[src/rtl/mem_port_arbiter.sv]
// mem_port_arbiter: shares one single-port memory between fetch and data requesters
module mem_port_arbiter #(
  parameter int ADDR_W = 32,
  parameter int DATA_W = 32,
  parameter int LAT    = 2
) (
  input  logic              clk,
  input  logic              rst_n,
  input  logic              if_req,
  input  logic [ADDR_W-1:0] if_addr,
  input  logic              flush_if,
  output logic [DATA_W-1:0] if_rdata,
  output logic              if_ready,
  input  logic              d_req,
  input  logic              d_we,
  input  logic [ADDR_W-1:0] d_addr,
  input  logic [DATA_W-1:0] d_wdata,
  output logic [DATA_W-1:0] d_rdata,
  output logic              d_ready,
  output logic              mem_en,
  output logic              mem_we,
  output logic [ADDR_W-1:0] mem_addr,
  output logic [DATA_W-1:0] mem_wdata,
  input  logic [DATA_W-1:0] mem_rdata,
  output logic              stall_f,
  output logic              stall_m
);
  typedef enum logic [1:0] {IDLE, ISSUE, WAIT, DONE} state_t;
  state_t            state_q;
  logic [2:0]        cnt_q;
  logic [1:0]        dcnt_q;
  logic              own_d_q, own_we_q, flush_q;
  logic              mem_en_q, mem_we_q, if_rdy_q, d_rdy_q;
  logic [ADDR_W-1:0] mem_addr_q;
  logic [DATA_W-1:0] mem_wdata_q, if_rdata_q, d_rdata_q;
  logic              grant_if;
  // fetch wins when data is idle or after two back-to-back data grants
  assign grant_if  = if_req & (~d_req | dcnt_q == 2'd2);
  assign mem_en    = mem_en_q;
  assign mem_we    = mem_we_q;
  assign mem_addr  = mem_addr_q;
  assign mem_wdata = mem_wdata_q;
  assign if_rdata  = if_rdata_q;
  assign d_rdata   = d_rdata_q;
  assign if_ready  = if_rdy_q & ~flush_if;
  assign d_ready   = d_rdy_q;
  assign stall_f   = if_req & ~if_ready;
  assign stall_m   = d_req & ~d_ready;
  // transaction FSM with registered memory strobes and completion pulses
  always_ff @(posedge clk) begin
    if (!rst_n) begin
      state_q     <= IDLE;
      cnt_q       <= '0;
      dcnt_q      <= '0;
      own_d_q     <= 1'b0;
      own_we_q    <= 1'b0;
      flush_q     <= 1'b0;
      mem_en_q    <= 1'b0;
      mem_we_q    <= 1'b0;
      if_rdy_q    <= 1'b0;
      d_rdy_q     <= 1'b0;
      mem_addr_q  <= '0;
      mem_wdata_q <= '0;
      if_rdata_q  <= '0;
      d_rdata_q   <= '0;
    end else begin
      mem_en_q <= 1'b0;
      mem_we_q <= 1'b0;
      if_rdy_q <= 1'b0;
      d_rdy_q  <= 1'b0;
      case (state_q)
        IDLE: if (d_req | if_req) begin
          own_d_q    <= ~grant_if;
          own_we_q   <= ~grant_if & d_we;
          mem_en_q   <= 1'b1;
          mem_we_q   <= ~grant_if & d_we;
          mem_addr_q <= grant_if ? if_addr : d_addr;
          if (!grant_if) mem_wdata_q <= d_wdata;
          dcnt_q     <= grant_if ? 2'd0 : (dcnt_q == 2'd2 ? 2'd2 : dcnt_q + 2'd1);
          state_q    <= ISSUE;
        end
        ISSUE: begin
          cnt_q   <= 3'(LAT - 1);
          state_q <= WAIT;
        end
        WAIT: if (cnt_q == 3'd0) begin
          if (own_d_q) begin
            d_rdy_q <= 1'b1;
            if (!own_we_q) d_rdata_q <= mem_rdata;
          end else if (!(flush_q | flush_if)) begin
            if_rdy_q   <= 1'b1;
            if_rdata_q <= mem_rdata;
          end
          state_q <= DONE;
        end else cnt_q <= cnt_q - 3'd1;
        DONE: state_q <= IDLE;
        default: state_q <= IDLE;
      endcase
      if (state_q == DONE) flush_q <= 1'b0;
      else if (flush_if & ~own_d_q & state_q != IDLE) flush_q <= 1'b1;
    end
  end
endmodule

[config.mk]
export PLATFORM = sky130hd
export DESIGN_NAME = mem_port_arbiter
export DESIGN_NICKNAME = d
export VERILOG_FILES = /design/src/rtl/mem_port_arbiter.sv
export SDC_FILE = /design/constraint.sdc
export NUM_CORES = 1
export LEC_CHECK = 0
export ABC_AREA = 1
export CORE_MARGIN = 4
export CORE_UTILIZATION = 30
export DETAILED_ROUTE_END_ITERATION = 8
export GPL_TIMING_DRIVEN = 1
export PLACE_DENSITY_LB_ADDON = 0.08
export SYNTH_ARGS = -nofsm -noshare
export SYNTH_HDL_FRONTEND = slang
export SYNTH_SLANG_ARGS = --single-unit
[constraint.sdc]
create_clock -name clk -period 1.88 [get_ports clk]
set_input_delay 0.282 -clock clk [delete_from_list [all_inputs] [get_ports clk]]
set_output_delay 0.282 -clock clk [all_outputs]
set_load 0.005 [all_outputs]
==> out/qor.tcl <==
set qor(outcome) {complete, no violations}
set qor(yosysWarningCount) 0
set qor(drt-initial-drc-count) 156
set qor(synth.mux.area_fraction) 0
set qor(final_period_minus_worst_setup_slack_ns) 1.79
set qor(worstPathRequired_ns) 1.60
set qor(timing_worst_slew_pin_value_ns) 0.504
set qor(hp-class) {in -> reg}
set qor(maximum_number_of_pins_on_one_net_before_global_route_repair) 70
set qor(cellPowerDensity_mw_per_mm2) 1220
set qor(slew-limit-headroom) 0.660
set qor(via_count) 6118
set qor(fin_setup_tns_ns) 0
set qor(die_footprint_mm2) 0.0226
set qor(ctsHoldBuffers) 0
set qor(clock_sinks) 142
set qor(timing.critical_path.arrival_ns) 1.51
set qor(worstPathBufferInverterCount) 3
set qor(critical_path.top_delay_family) {buffers and inverters}
set qor(max_freq_ghz) 0.558
set qor(tritoncts) {built}
set qor(grt_antenna_before_repair) 0
set qor(synthesis.nets) 1011
set qor(postCtsResizedCells) 0
set qor(synth_area_per_cell_um2) 7.01
set qor(synth_most_common_cell) {sky130_fd_sc_hd__nor2_1}
set qor(die-width_um) 150
set qor(synth_ff_type) {sky130_fd_sc_hd__dfxtp_1}
set qor(worstSetupStartpointType) {input port}
set qor(clock_path_buffers) 2
set qor(h_tree_levels) 4
set qor(drtAntennaViolNets) 0
set qor(detailed_placement_hpwl_mm) 12.9
set qor(synth_adder_area_share) 0.0206
set qor(layout.nets) 1252
set qor(final-setup-viol-count) 0
set qor(p_leak_nw) 3.94
set qor(critPathMostFrequentCell) {sky130_fd_sc_hd__clkdlybuf4s50_1}
set qor(cell_by_cell_trace_of_the_critical_path) {clkdlybuf4s50_1 -> inv_2 -> nor2_1 -> clkdlybuf4s50_1}
set qor(core_area_mm2) 0.0197
set qor(boundaryPins) 268
set qor(number_of_enable_type_register_cells_in_the_synthesized_netlist) 0
set qor(synth-compound-area-share) 0.143
set qor(grt-ovfl-total) 0
set qor(critical_path.max_fanout) 4
set qor(layout.core_utilization) 0.491
set qor(initial_utilization) 0.308
set qor(grt_pass1_wl_mm) 29.6
set qor(grt.total_usage) 0.164
set qor(synth_top_family_by_area) {simple AND/OR/NAND/NOR gates}
set qor(clk_pin_slew_ns) 0.06
set qor(clk_latency_ns) 0.42
set qor(layout-drive-gt1-share) 0.0518
set qor(cp_capture_type) {output pin}
set qor(post-route-cell-area_mm2) 0.00968
set qor(buffer_ports.inserted) 267
set qor(syn_inst) 867
set qor(synth_sequential_area_ratio) 0.467
set qor(max_stage_delay_ns) 0.55
set qor(synthesis.area_mm2) 0.00608
set qor(yosysTopAreaCell) {sky130_fd_sc_hd__dfxtp_1}
set qor(syn_to_final_growth_pct) 59.1
set qor(cts_root_buf) {sky130_fd_sc_hd__clkbuf_16}
set qor(critical_path.slowest_cell) {sky130_fd_sc_hd__clkdlybuf4s50_1}
set qor(clock-skew-final_ns) 0.00906
set qor(via_per_inst) 4.42
set qor(final-max-slew-violation-count) 0
set qor(dpl_worst_slack_ns) 0.0987
set qor(worst_ir_drop_vdd_mv) 0.642
set qor(core.rowCount) 51
set qor(hold_violations) 0
set qor(finalHoldWorstSlack_ns) 0.236
set qor(fraction_of_the_cycle_the_final_worst_path_needs) 0.953
set qor(cts_inserted_buffers) 17
set qor(cts_post_setup_buffers_inserted) 0
set qor(routedWlPerCell_um) 13.6
set qor(grt_setup_unrepaired) {no}
set qor(yosys.area_share.simple) 0.269
set qor(yosys-top-cells-area) {sky130_fd_sc_hd__dfxtp_1, sky130_fd_sc_hd__nor2_1, sky130_fd_sc_hd__a21oi_1, sky130_fd_sc_hd__nand3_1, sky130_fd_sc_hd__nand2_1}
set qor(die_y_um) 150
set qor(synth.top_cell.area_share) 0.467
set qor(layout_setup_ws_ns) 0.0887
set qor(synth_common_cells) {sky130_fd_sc_hd__nor2_1, sky130_fd_sc_hd__dfxtp_1, sky130_fd_sc_hd__nand2_1}
set qor(timing.setup.critical_path_class) {in -> out}
set qor(drc) 0
set qor(grt_pass1_vias) 5676
set qor(globalplace.congestion) 0.749
set qor(routed_wl_mm) 18.9
set qor(post_synth_xor_area_fraction) 0
set qor(synth-async-reset-ratio) 0
set qor(synth.lib_cells_used.distinct) 24
set qor(num_antenna_cells) 0
set qor(synth-seq-cells) 142
set qor(postPlaceCellArea_mm2) 0.00904
set qor(detailedRoute.firstPassIterationCount) 4
set qor(cap_violations) 0
set qor(fillerInstances) 1994
## layer usage
metal / global-route usage / share of wire
met2: 0.259 / 0.45
met3: 0.0683 / 0.096
met1: 0.203 / 0.44
met5: 0 / 0
met4: 0.0567 / 0.016
## worst paths after layout
check / slack (ns) / to / cells after the start / start
setup / recovery: 0.09 / stall_m / 4 / d_req
hold / removal: 0.24 / mem_wdata[29] / 3 / rst_n
setup reg to reg: 0.25 / d_rdata[8] / 8 / cnt_q[0]
hold reg to reg: 0.46 / if_rdata[12] / 2 / if_rdata[12]
## state kept, by name (all words and copies together), names as in the netlist
signal and flops:
cnt_q 3, d_rdata 32, d_ready 1, dcnt_q 2, flush_q 1, if_rdata 32
if_rdy_q 1, mem_addr 32, mem_en 1, mem_wdata 32, mem_we 1, own_d_q 1
own_we_q 1, state_q 2
## final cells by class
class,instances,area (µm²),area share
clock buffers,22,474,0.0490
clock inverters,9,158,0.0163
inverters,82,308,0.0318
multi-input cells,579,2640,0.273
flip-flops and latches,142,2840,0.294
well taps,265,332,0.0343
repair buffers,286,2920,0.302
## cell usage in the layout, fill, tap and decap left out, types with 2 or more instances in the layout
master	instances
sky130_fd_sc_hd__buf_4	11
sky130_fd_sc_hd__dfxtp_1	142
sky130_fd_sc_hd__nand3_1	99
sky130_fd_sc_hd__clkbuf_8	3
sky130_fd_sc_hd__o21ai_0	44
sky130_fd_sc_hd__nor2_1	177
sky130_fd_sc_hd__clkinvlp_4	2
sky130_fd_sc_hd__clkbuf_1	2
sky130_fd_sc_hd__nor2_2	2
sky130_fd_sc_hd__o21ai_1	23
sky130_fd_sc_hd__nand2_1	112
sky130_fd_sc_hd__bufinv_16	4
sky130_fd_sc_hd__ha_1	9
sky130_fd_sc_hd__clkbuf_16	17
sky130_fd_sc_hd__clkdlybuf4s50_1	265
sky130_fd_sc_hd__a21oi_1	104
sky130_fd_sc_hd__inv_1	81
sky130_fd_sc_hd__buf_12	9
## where the power goes
part / switching (mW) / total (mW) / internal [mW]
clock network: 1.27 / 3.59 / 2.32
logic: 2.03 / 4.17 / 2.14
registers: 0.340 / 4.02 / 3.68
total: 3.64 / 11.8 / 8.15
## worst min-delay path, cell delays in order
cell                      delay, ns
sky130_fd_sc_hd__buf_4         0.20
sky130_fd_sc_hd__nand2_1       0.09
sky130_fd_sc_hd__nor2_1        0.03
## through the flow
step / total power, mW / instances
final: 11.8 / 1385
after global routing: 12.6 / 1385
after floorplan: 6.16 / 867
after global placement: 8.28 / 1354
after detailed placement: 8.30 / 1354
after CTS: 12.0 / 1385
## logic make-up after synthesis
family	Yosys count
AO/OA/AOI/OAI	173
adder cells (fa/ha/maj)	10
buffers and inverters	146
flip-flops	142
AND/OR/NAND/NOR	396
(Power assumes the default switching activity.)
